## src/rtl/pc_fetch_unit_pkg.sv

```systemverilog
// Shared constants for the fetch stage: opcodes, instruction field positions and FSM encoding.
package pc_fetch_unit_pkg;

  localparam logic [4:0] OP_J    = 5'b00001;
  localparam logic [4:0] OP_BNE  = 5'b00010;
  localparam logic [4:0] OP_JAL  = 5'b00011;
  localparam logic [4:0] OP_JR   = 5'b00100;
  localparam logic [4:0] OP_BLT  = 5'b00110;
  localparam logic [4:0] OP_SETX = 5'b10101;
  localparam logic [4:0] OP_BEX  = 5'b10110;

  localparam int unsigned OPCODE_HI = 31;
  localparam int unsigned OPCODE_LO = 27;
  localparam int unsigned ALU_OP_HI = 6;
  localparam int unsigned ALU_OP_LO = 2;
  localparam int unsigned IMM_HI    = 16;
  localparam int unsigned IMM_LO    = 0;
  localparam int unsigned TARGET_HI = 26;
  localparam int unsigned TARGET_LO = 0;

  typedef enum logic [0:0] {
    S_BOOT,
    S_RUN
  } fetch_state_e;

endpackage

```

## src/rtl/pc_next_sel.sv

```systemverilog
// Combinational next-PC priority mux: jr, then j/jal, then bex, then taken branch, else pc+1.
module pc_next_sel
  import pc_fetch_unit_pkg::*;
#(
  parameter int unsigned PC_W = 32
) (
  input  logic            valid,
  input  logic [PC_W-1:0] pc,
  input  logic [26:0]     instr_low,
  input  logic            is_bne,
  input  logic            is_blt,
  input  logic            is_j1,
  input  logic            is_j2,
  input  logic            is_bex,
  input  logic            cond_ne,
  input  logic            cond_lt,
  input  logic            cond_bex,
  input  logic [31:0]     jr_target,
  output logic [PC_W-1:0] next_pc,
  output logic            taken
);

  logic [PC_W-1:0] seq_pc;
  logic [PC_W-1:0] target;
  logic [PC_W-1:0] offset;
  logic            br_taken;

  assign seq_pc   = pc + PC_W'(1);
  assign target   = PC_W'(instr_low[TARGET_HI:TARGET_LO]);
  assign offset   = PC_W'($signed(instr_low[IMM_HI:IMM_LO]));
  assign br_taken = (is_bne & cond_ne) | (is_blt & cond_lt);

  always_comb begin
    next_pc = seq_pc;
    taken   = 1'b0;
    // Strobes are meaningless unless the presented word belongs to pc.
    if (valid) begin
      if (is_j2) begin
        next_pc = PC_W'(jr_target);
        taken   = 1'b1;
      end else if (is_j1 || (is_bex && cond_bex)) begin
        next_pc = target;
        taken   = 1'b1;
      end else if (br_taken) begin
        next_pc = seq_pc + offset;
        taken   = 1'b1;
      end
    end
  end

endmodule

```

## src/rtl/pc_fetch_unit.sv

```systemverilog
// Program counter and instruction-fetch front end. Optional perf counters under
// PC_FETCH_PERF_CNT_EN; without it retired_cnt/redirect_cnt are tied to zero.
module pc_fetch_unit
  import pc_fetch_unit_pkg::*;
#(
  parameter int unsigned ADDR_W = 12,
  parameter int unsigned PC_W   = 32
) (
  input  logic              clock,
  input  logic              reset,
  input  logic              stall,
  input  logic [31:0]       instr_in,
  input  logic              is_bne,
  input  logic              is_blt,
  input  logic              is_j1,
  input  logic              is_j2,
  input  logic              is_bex,
  input  logic              cond_ne,
  input  logic              cond_lt,
  input  logic              cond_bex,
  input  logic [31:0]       jr_target,
  output logic [ADDR_W-1:0] imem_addr,
  output logic [PC_W-1:0]   pc,
  output logic [PC_W-1:0]   pc_plus1,
  output logic [4:0]        opcode,
  output logic [4:0]        alu_op,
  output logic              instr_valid,
  output logic              redirect,
  output logic [31:0]       retired_cnt,
  output logic [31:0]       redirect_cnt
);

  fetch_state_e    state_q, state_d;
  logic [PC_W-1:0] pc_q;
  logic [PC_W-1:0] next_pc;
  logic            taken;
  logic            pc_en;

  pc_next_sel #(
    .PC_W(PC_W)
  ) u_next_sel (
    .valid     (instr_valid),
    .pc        (pc_q),
    .instr_low (instr_in[26:0]),
    .is_bne    (is_bne),
    .is_blt    (is_blt),
    .is_j1     (is_j1),
    .is_j2     (is_j2),
    .is_bex    (is_bex),
    .cond_ne   (cond_ne),
    .cond_lt   (cond_lt),
    .cond_bex  (cond_bex),
    .jr_target (jr_target),
    .next_pc   (next_pc),
    .taken     (taken)
  );

  always_ff @(posedge clock) begin
    if (reset) begin
      state_q <= S_BOOT;
    end else begin
      state_q <= state_d;
    end
  end

  always_comb begin
    state_d = state_q;
    unique case (state_q)
      S_BOOT:  state_d = S_RUN;
      S_RUN:   state_d = S_RUN;
      default: state_d = S_BOOT;
    endcase
  end

  always_comb begin
    instr_valid = (state_q == S_RUN);
    pc_en       = instr_valid & ~stall;
    redirect    = pc_en & taken;
    opcode      = instr_valid ? instr_in[OPCODE_HI:OPCODE_LO] : 5'd0;
    alu_op      = instr_valid ? instr_in[ALU_OP_HI:ALU_OP_LO] : 5'd0;
    // Address one ahead so the synchronous memory returns mem[pc] while pc is current;
    // on a stall re-read the current word.
    if (!instr_valid) begin
      imem_addr = '0;
    end else if (stall) begin
      imem_addr = pc_q[ADDR_W-1:0];
    end else begin
      imem_addr = next_pc[ADDR_W-1:0];
    end
  end

  always_ff @(posedge clock) begin
    if (reset) begin
      pc_q <= '0;
    end else if (pc_en) begin
      pc_q <= next_pc;
    end
  end

  assign pc       = pc_q;
  assign pc_plus1 = pc_q + PC_W'(1);

`ifdef PC_FETCH_PERF_CNT_EN
  logic [31:0] retired_q;
  logic [31:0] redirect_q;

  always_ff @(posedge clock) begin
    if (reset) begin
      retired_q  <= '0;
      redirect_q <= '0;
    end else begin
      if (pc_en) begin
        retired_q <= retired_q + 32'd1;
      end
      if (redirect) begin
        redirect_q <= redirect_q + 32'd1;
      end
    end
  end

  assign retired_cnt  = retired_q;
  assign redirect_cnt = redirect_q;
`else
  assign retired_cnt  = '0;
  assign redirect_cnt = '0;
`endif

endmodule

```

## config.mk

```make
export PLATFORM = sky130hd
export DESIGN_NAME = pc_fetch_unit
export DESIGN_NICKNAME = d
export VERILOG_FILES = /design/src/rtl/pc_fetch_unit_pkg.sv /design/src/rtl/pc_next_sel.sv /design/src/rtl/pc_fetch_unit.sv
export SDC_FILE = /design/constraint.sdc
export NUM_CORES = 1
export LEC_CHECK = 0
export CORE_UTILIZATION = 48
export CTS_BUF_LIST = sky130_fd_sc_hd__clkbuf_8
export CTS_CLUSTER_SIZE = 8
export DETAILED_ROUTE_END_ITERATION = 7
export GPL_TIMING_DRIVEN = 0
export PLACE_DENSITY = 0.9
export SKIP_LAST_GASP = 1
export SYNTH_ARGS = -nofsm -noshare
export SYNTH_HDL_FRONTEND = slang
export SYNTH_SLANG_ARGS = --single-unit
```

## constraint.sdc

```tcl
create_clock -name clock -period 5.7 [get_ports clock]
set_input_delay 0.855 -clock clock [delete_from_list [all_inputs] [get_ports clock]]
set_output_delay 0.855 -clock clock [all_outputs]
set_load 0.05 [all_outputs]
```

==> run_summary.xml, run 1 <==
<?xml version="1.0" encoding="UTF-8"?>
<metrics>
  <group name="run_status">
    <metric name="status" unit="">finished, final reports clean</metric>
  </group>
  <group name="logic_synthesis">
    <metric name="dominantRegCellSynth" unit="">sky130_fd_sc_hd__dfxtp_1</metric>
    <metric name="synth-adder-area-share" unit="%">9.949</metric>
    <metric name="synth.area.mux_share" unit="%">0.5881</metric>
    <metric name="synth_enable_flop_cells" unit="">0</metric>
    <metric name="synth-compound-area-share" unit="%">28.72</metric>
    <metric name="yosys.area.top_type_share" unit="%">12.94</metric>
    <metric name="syn_area" unit="um2">5106</metric>
    <metric name="synthesis.area_per_instance" unit="um2">7.033</metric>
    <metric name="yosys.area.top_type" unit="">sky130_fd_sc_hd__dfxtp_1</metric>
    <metric name="synth_top_cells_by_area" unit="">sky130_fd_sc_hd__dfxtp_1, sky130_fd_sc_hd__ha_1, sky130_fd_sc_hd__buf_4, sky130_fd_sc_hd__xnor2_1, sky130_fd_sc_hd__a21oi_1</metric>
    <metric name="synth.distinct_cells" unit="">71</metric>
    <metric name="combinational_family_with_the_most_area_after_synthesis" unit="">compound AO/OA/AOI/OAI gates</metric>
    <metric name="netlist_instances" unit="">726</metric>
    <metric name="yosys.area_share.xor_xnor" unit="%">9.924</metric>
    <metric name="synth.yosys.warnings" unit="">0</metric>
    <metric name="seq_area_frac_synth" unit="%">12.94</metric>
    <metric name="async_flop_share" unit="%">0</metric>
    <metric name="ys_ff_latch" unit="">33</metric>
    <metric name="post_synth_and_or_nand_nor_area_fraction" unit="%">24.38</metric>
  </group>
  <group name="setup_path">
    <metric name="critical_path.startpoint_type" unit="">register</metric>
    <metric name="reg2reg_slack" unit="ns">1.19</metric>
    <metric name="endpoint_required_time_on_the_critical_path" unit="ns">4.85</metric>
    <metric name="critical_path.endpoint_type" unit="">output pin</metric>
    <metric name="timing.critical_path.fanout_max" unit="">8</metric>
    <metric name="critPathSlowestCell" unit="">sky130_fd_sc_hd__clkdlybuf4s50_1</metric>
    <metric name="timing.critical_path.slowest_cell_delay" unit="ns">0.80</metric>
    <metric name="crit_family" unit="">compound AO/OA/AOI/OAI gates</metric>
    <metric name="end_of_the_worst_register_to_register_path" unit="">pc[31]</metric>
    <metric name="crit_buf_inv" unit="">1</metric>
    <metric name="critPathKind" unit="">register to output pin</metric>
    <metric name="rr_startpoint" unit="">pc[0]</metric>
    <metric name="worst_case_reg_to_reg_path_depth" unit="">17</metric>
    <metric name="timing.critical_path.arrival" unit="ns">4.57</metric>
    <metric name="path_cells" unit="">ha_1 -&gt; nand3_1 -&gt; xnor2_1 -&gt; ha_1 -&gt; and2_1 -&gt; a221o_1 -&gt; o211ai_1 -&gt; and2_1 -&gt; xor2_1 -&gt; o211ai_1 -&gt; o21ai_0 -&gt; o21ai_0 -&gt; o211a_1 -&gt; clkdlybuf4s50_1</metric>
  </group>
  <group name="die">
    <metric name="dieArea" unit="um2">11050</metric>
    <metric name="floorplan.die.height" unit="um">105.1</metric>
    <metric name="io_pins" unit="">227</metric>
    <metric name="die_w" unit="um">105.1</metric>
    <metric name="coreArea" unit="um2">10320</metric>
    <metric name="floorplan.initialDensity" unit="%">49.46</metric>
    <metric name="row_count" unit="">37</metric>
  </group>
  <group name="detailed_routing">
    <metric name="vias" unit="">6277</metric>
    <metric name="drt.antenna.violating_nets" unit="">0</metric>
    <metric name="totalWireLength" unit="um">18780</metric>
    <metric name="first_pass_iters" unit="">6</metric>
    <metric name="via_per_inst" unit="">5.738</metric>
    <metric name="iteration_0_drc_markers" unit="">734</metric>
    <metric name="route.detailed.drc" unit="">0</metric>
    <metric name="route.detailed.wl_per_inst" unit="um">17.16</metric>
  </group>
  <group name="timing">
    <metric name="report.final.hold_viol_count" unit="">0</metric>
    <metric name="final_period_minus_worst_setup_slack" unit="ns">5.424</metric>
    <metric name="timing.clock.skew" unit="ns">0.007548</metric>
    <metric name="rsz0062_at_grt" unit="">false</metric>
    <metric name="maxClockFrequency" unit="GHz">0.1844</metric>
    <metric name="timing_worst_slew_pin_value" unit="ns">0.9773</metric>
    <metric name="fin_tns_setup" unit="ns">0</metric>
    <metric name="setup-violations-final" unit="">0</metric>
    <metric name="final-max-slew-violation-count" unit="">0</metric>
    <metric name="layout_worst_path_cycle_share" unit="%">95.15</metric>
    <metric name="timing.slew.headroom" unit="%">34.64</metric>
  </group>
  <group name="clocking">
    <metric name="cts-root-to-sink-buffers" unit="">2</metric>
    <metric name="cts_tree" unit="">done</metric>
    <metric name="cts_root_buf" unit="">sky130_fd_sc_hd__clkbuf_8</metric>
    <metric name="clock_sink_count" unit="">33</metric>
    <metric name="numCtsBuffers" unit="">5</metric>
    <metric name="clk-insertion-delay-late" unit="ns">0.29</metric>
    <metric name="cts.clk_slew.worst_paths" unit="ns">0.08</metric>
    <metric name="cts-hold-fix-buffers" unit="">0</metric>
    <metric name="cts.htree.levels" unit="">2</metric>
  </group>
  <group name="layout">
    <metric name="proportion_of_layout_cells_with_a_drive_suffix_above_1" unit="%">9.603</metric>
    <metric name="leading_cell_type_in_the_layout_fill_and_taps_excluded" unit="">sky130_fd_sc_hd__clkdlybuf4s50_1</metric>
    <metric name="filler_cell_count" unit="">895</metric>
    <metric name="finalNetCount" unit="">1072</metric>
    <metric name="area.growth.synth_to_final" unit="%">41.39</metric>
    <metric name="final_cell_mix" unit="">sky130_fd_sc_hd__clkdlybuf4s50_1, sky130_fd_sc_hd__nand2_1, sky130_fd_sc_hd__nor2_1, sky130_fd_sc_hd__buf_4, sky130_fd_sc_hd__conb_1</metric>
    <metric name="final_design_area_excluding_fillers" unit="um2">7219</metric>
    <metric name="diodes_inserted" unit="">0</metric>
  </group>
  <group name="place">
    <metric name="gpl.final_weighted_congestion" unit="">0.9631</metric>
    <metric name="port-buffer-count" unit="">161</metric>
    <metric name="detailedPlacementHpwl" unit="um">15140</metric>
    <metric name="place_area" unit="um2">7124</metric>
  </group>
  <group name="pwr">
    <metric name="power_density" unit="nW/um2">170.7</metric>
    <metric name="ir_drop" unit="V">0.00008335</metric>
    <metric name="leakagePower" unit="uW">0.003263</metric>
  </group>
  <group name="grt">
    <metric name="grt_first_pass_wirelength" unit="um">29140</metric>
    <metric name="grt_max_degree" unit="">23</metric>
    <metric name="grt_pass1_vias" unit="">5718</metric>
    <metric name="antenna_found_initial" unit="">0</metric>
    <metric name="gr-usage-all-layers" unit="%">33.23</metric>
    <metric name="globalRoute.totalOverflow" unit="">0</metric>
  </group>
  <group name="hold_path">
    <metric name="worstHoldPathCells" unit="">2</metric>
    <metric name="min_from" unit="">pc[23]</metric>
    <metric name="type_of_the_worst_min_delay_path" unit="">register to register</metric>
    <metric name="hold_path_end" unit="">pc[23]</metric>
  </group>
  <group name="job">
    <metric name="cap_violations" unit="">0</metric>
  </group>
</metrics>
synthesized netlist by cell type (11+ instances only):
| library cell | instances |
|---|---|
| sky130_fd_sc_hd__buf_4 | 64 |
| sky130_fd_sc_hd__nor3_1 | 15 |
| sky130_fd_sc_hd__a211oi_1 | 11 |
| sky130_fd_sc_hd__inv_1 | 17 |
| sky130_fd_sc_hd__ha_1 | 39 |
| sky130_fd_sc_hd__nor2_1 | 73 |
| sky130_fd_sc_hd__and2_1 | 21 |
| sky130_fd_sc_hd__a21o_1 | 21 |
| sky130_fd_sc_hd__nand3_1 | 19 |
| sky130_fd_sc_hd__dfxtp_1 | 33 |
| sky130_fd_sc_hd__o21ai_0 | 45 |
| sky130_fd_sc_hd__nand2_1 | 78 |
| sky130_fd_sc_hd__xor2_1 | 17 |
| sky130_fd_sc_hd__a21oi_1 | 63 |
| sky130_fd_sc_hd__xnor2_1 | 39 |
| sky130_fd_sc_hd__clkbuf_1 | 33 |
| sky130_fd_sc_hd__nand4_1 | 13 |
flip-flops by register name, summed over array words and instances, names as in the netlist:
signal,cells
pc,32
instr_valid,1
power breakdown:
group,internal [uW],switching (uW)
Sequential,246,26.6
Combinational,278,503
Clock,84.3,94.3
how the worst max path moves through the flow:
stage                           start  cells past startpoint  slack [ns]            end
after global routing            pc[0]                     14        0.07   imem_addr[7]
after global placement    instr_in[0]                     15        0.26  imem_addr[10]
final                           pc[0]                     14        0.28   imem_addr[7]
after detailed placement  instr_in[0]                     15        0.27  imem_addr[10]
after floorplan                 pc[0]                     11        0.03  imem_addr[10]
after CTS                       pc[0]                     14        0.07  imem_addr[11]
area by class of cell:
class	count	area (um2)	area share, %
timing repair buffer	161	1619	22.43
tap	136	170.2	2.357
inverter	17	63.81	0.8839
sequential	33	660.6	9.151
buffer	101	621.8	8.614
clock inverter	3	17.52	0.2426
clock buffer	5	68.82	0.9532
multi-input combinational	638	3998	55.37
worst register-to-register path: stages (launching register included):
cell	delay, ns
sky130_fd_sc_hd__dfxtp_1	0.52
sky130_fd_sc_hd__ha_1	0.30
sky130_fd_sc_hd__nand2_1	0.14
sky130_fd_sc_hd__nor4_4	0.42
sky130_fd_sc_hd__nand3_1	0.15
sky130_fd_sc_hd__xnor2_1	0.38
sky130_fd_sc_hd__ha_1	0.31
sky130_fd_sc_hd__clkbuf_1	0.20
sky130_fd_sc_hd__a21oi_1	0.21
sky130_fd_sc_hd__o21ai_0	0.15
sky130_fd_sc_hd__a2111oi_0	0.41
sky130_fd_sc_hd__or3_1	0.20
sky130_fd_sc_hd__o21a_1	0.13
sky130_fd_sc_hd__a21oi_1	0.07
sky130_fd_sc_hd__o22ai_1	0.19
sky130_fd_sc_hd__xnor2_1	0.15
sky130_fd_sc_hd__and3_1	0.27
sky130_fd_sc_hd__o32ai_2	0.24
cells by family after synthesis:
family	Yosys count
and+or+nand+nor	255
AOI/OAI and AO/OA	219
buffers and inverters	118
xor gates and xnor gates	57
adders and majority gates	40
DFF	33
muxes	3
other	1
per-layer routing:
metal	up-vias	routed length, um	share of wire [%]	track usage (%)
li1	2935	-	-	-
met1	2802	7185	38	40.79
met2	471	8860	47	57.14
met3	69	1978	11	4.866
met4	0	754	4.0	15.09
met5	-	0	0	0
timing repair:
action,in CTS,in global routing
buffers inserted,0,0
resized for setup,0,4
endpoints found under the setup margin,0,3
per-stage QoR:
| stage | cells | hold WS (ns) | total power (uW) | util (%) | worst slack (ns) |
|---|---|---|---|---|---|
| 2_1_floorplan | 789 | 0.7147 | 817.0 | - | 0.02822 |
| 6_report | 1094 | 0.5565 | 1232 | 69.93 | 0.2763 |
| 3_3_place_gp | 1086 | 0.5151 | 1032 | 69.01 | 0.2586 |
| 3_5_place_dp | 1086 | 0.5333 | 1042 | 69.01 | 0.2707 |
| 4_1_cts | 1094 | 0.5499 | 1214 | 69.85 | 0.07248 |
| 5_1_grt | 1094 | 0.6101 | 1287 | 69.93 | 0.06947 |
Note: power is estimated with default switching activity, not from simulation.
==> inputs of run 2 (changes only) <==
SLEW_MARGIN = 0   (was unset)
==> results of run 2 <==
No change in the layout: final DEF, timing and power equal those of run 1.
==> inputs of run 3 (changes only) <==
GPL_TIMING_DRIVEN = 1   (was 0)
==> run_summary.xml, run 3 (synthesis results as in run 1) <==
<?xml version="1.0" encoding="UTF-8"?>
<metrics>
  <group name="timing">
    <metric name="final-max-slew-violation-count" unit="">0</metric>
    <metric name="setup_slack_after_layout" unit="ns">0.2476</metric>
    <metric name="final_period_minus_worst_setup_slack" unit="ns">5.452</metric>
    <metric name="timing_worst_slew_pin_value" unit="ns">0.8604</metric>
    <metric name="report.final.hold_viol_count" unit="">0</metric>
    <metric name="setup-violations-final" unit="">0</metric>
    <metric name="rsz0062_at_grt" unit="">false</metric>
    <metric name="maxClockFrequency" unit="GHz">0.1834</metric>
    <metric name="timing.clock.skew" unit="ns">0.003611</metric>
    <metric name="fin_tns_setup" unit="ns">0</metric>
    <metric name="timing.slew.headroom" unit="%">42.51</metric>
    <metric name="layout_worst_path_cycle_share" unit="%">95.66</metric>
  </group>
  <group name="detailed_routing">
    <metric name="first_pass_iters" unit="">5</metric>
    <metric name="iteration_0_drc_markers" unit="">449</metric>
    <metric name="totalWireLength" unit="um">17280</metric>
    <metric name="via_per_inst" unit="">5.790</metric>
    <metric name="route.detailed.wl_per_inst" unit="um">17.26</metric>
    <metric name="route.detailed.drc" unit="">0</metric>
    <metric name="vias" unit="">5796</metric>
    <metric name="drt.antenna.violating_nets" unit="">0</metric>
  </group>
  <group name="clocking">
    <metric name="cts_tree" unit="">done</metric>
    <metric name="cts-root-to-sink-buffers" unit="">2</metric>
    <metric name="cts-hold-fix-buffers" unit="">0</metric>
    <metric name="cts.clk_slew.worst_paths" unit="ns">0.08</metric>
    <metric name="cts.htree.levels" unit="">2</metric>
    <metric name="cts_root_buf" unit="">sky130_fd_sc_hd__clkbuf_8</metric>
    <metric name="numCtsBuffers" unit="">5</metric>
    <metric name="clk-insertion-delay-late" unit="ns">0.30</metric>
    <metric name="clock_sink_count" unit="">33</metric>
  </group>
  <group name="setup_path">
    <metric name="critical_path.endpoint_type" unit="">output pin</metric>
    <metric name="reg2reg_slack" unit="ns">1.43</metric>
    <metric name="timing.critical_path.arrival" unit="ns">4.60</metric>
    <metric name="critical_path.startpoint_type" unit="">register</metric>
    <metric name="endpoint_required_time_on_the_critical_path" unit="ns">4.85</metric>
    <metric name="timing.critical_path.fanout_max" unit="">8</metric>
    <metric name="critPathKind" unit="">register to output pin</metric>
  </group>
  <group name="layout">
    <metric name="finalNetCount" unit="">979</metric>
    <metric name="leading_cell_type_in_the_layout_fill_and_taps_excluded" unit="">sky130_fd_sc_hd__clkdlybuf4s50_1</metric>
    <metric name="final_design_area_excluding_fillers" unit="um2">6661</metric>
    <metric name="final_cell_mix" unit="">sky130_fd_sc_hd__clkdlybuf4s50_1, sky130_fd_sc_hd__nand2_1, sky130_fd_sc_hd__nor2_1, sky130_fd_sc_hd__conb_1, sky130_fd_sc_hd__a21oi_1</metric>
    <metric name="proportion_of_layout_cells_with_a_drive_suffix_above_1" unit="%">4.277</metric>
    <metric name="largest_register_ffs" unit="">32</metric>
    <metric name="diodes_inserted" unit="">0</metric>
    <metric name="ff_latch_area" unit="um2">660.6</metric>
    <metric name="multi_input_comb_area" unit="um2">4015</metric>
    <metric name="fin_util" unit="%">64.53</metric>
    <metric name="area.growth.synth_to_final" unit="%">30.46</metric>
    <metric name="filler_cell_count" unit="">941</metric>
  </group>
  <group name="job">
    <metric name="cap_violations" unit="">0</metric>
  </group>
  <group name="die">
    <metric name="row_count" unit="">37</metric>
    <metric name="io_pins" unit="">227</metric>
    <metric name="floorplan.initialDensity" unit="%">49.46</metric>
    <metric name="floorplan.die.height" unit="um">105.1</metric>
    <metric name="die_w" unit="um">105.1</metric>
    <metric name="dieArea" unit="um2">11050</metric>
    <metric name="coreArea" unit="um2">10320</metric>
  </group>
  <group name="place">
    <metric name="gpl.final_weighted_congestion" unit="">0.9768</metric>
    <metric name="place_area" unit="um2">6576</metric>
    <metric name="place_ws" unit="ns">0.4959</metric>
    <metric name="port-buffer-count" unit="">162</metric>
    <metric name="detailedPlacementHpwl" unit="um">13390</metric>
  </group>
  <group name="pwr">
    <metric name="leakagePower" unit="uW">0.002880</metric>
    <metric name="power_density" unit="nW/um2">178.2</metric>
    <metric name="fin_total_pwr" unit="uW">1187</metric>
    <metric name="ir_drop" unit="V">0.00009613</metric>
  </group>
  <group name="grt">
    <metric name="globalRoute.totalOverflow" unit="">0</metric>
    <metric name="gr-usage-all-layers" unit="%">31.05</metric>
    <metric name="grt_max_degree" unit="">41</metric>
    <metric name="antenna_found_initial" unit="">0</metric>
    <metric name="grt_first_pass_wirelength" unit="um">27660</metric>
    <metric name="grt_pass1_vias" unit="">5527</metric>
  </group>
  <group name="hold_path">
    <metric name="type_of_the_worst_min_delay_path" unit="">register to register</metric>
  </group>
  <group name="run_status">
    <metric name="status" unit="">finished, final reports clean</metric>
  </group>
</metrics>
[run 3: report_power, final]
group	leakage [uW]	switching (uW)	internal, uW
clock network	0.0000491	103	83.2
logic	0.00256	481	247
registers	0.000272	28.1	246
[run 3: repair_timing]
action / in CTS / in global routing
endpoints found under the setup margin: 0 / 1
buffers inserted: 0 / 0
resized for setup: 0 / 1
[run 3: per-stage QoR]
step                      instances  hold WS [ns]
after CTS                      1001        0.5374
after detailed placement        993        0.5272
after floorplan                 789        0.7147
final                          1001        0.5408
after global placement          993        0.5129
after global routing           1001        0.5550
[run 3: worst paths after layout]
kind,start,endpoint,cells after the start
hold / removal,pc[8],pc[8],2
setup / recovery,pc[0],imem_addr[9],15
setup reg to reg,pc[0],pc[31],16
hold reg to reg,pc[8],pc[8],2
[run 3: routing by layer]
metal	vias up	track usage [%]	wire length, um
met5	-	0	0
li1	2740	-	-
met2	353	53.97	8301
met4	0	12.98	504
met3	41	4.928	1589
met1	2662	37.83	6880
[run 3: layout make-up]
class                   instances  area share [%]
repair buffers                169           25.06
inverters                      17          0.9579
multi-input cells             638           60.27
clock buffers                   5           1.033
well taps                     136           2.554
clock inverters                 3          0.2066
flip-flops and latches         33           9.917
[run 3: worst max-delay path, cell delays in order (launching register included)]
cell                              delay [ns]
sky130_fd_sc_hd__dfxtp_1                0.50
sky130_fd_sc_hd__ha_1                   0.29
sky130_fd_sc_hd__nand3_1                0.11
sky130_fd_sc_hd__xnor2_1                0.32
sky130_fd_sc_hd__ha_1                   0.34
sky130_fd_sc_hd__and2_1                 0.18
sky130_fd_sc_hd__a221o_1                0.38
sky130_fd_sc_hd__o211ai_1               0.23
sky130_fd_sc_hd__a21oi_1                0.11
sky130_fd_sc_hd__o21ai_0                0.18
sky130_fd_sc_hd__nand3_1                0.11
sky130_fd_sc_hd__a311oi_1               0.28
sky130_fd_sc_hd__a21oi_1                0.09
sky130_fd_sc_hd__o21ai_0                0.19
sky130_fd_sc_hd__and2_1                 0.18
sky130_fd_sc_hd__clkdlybuf4s50_1        0.81
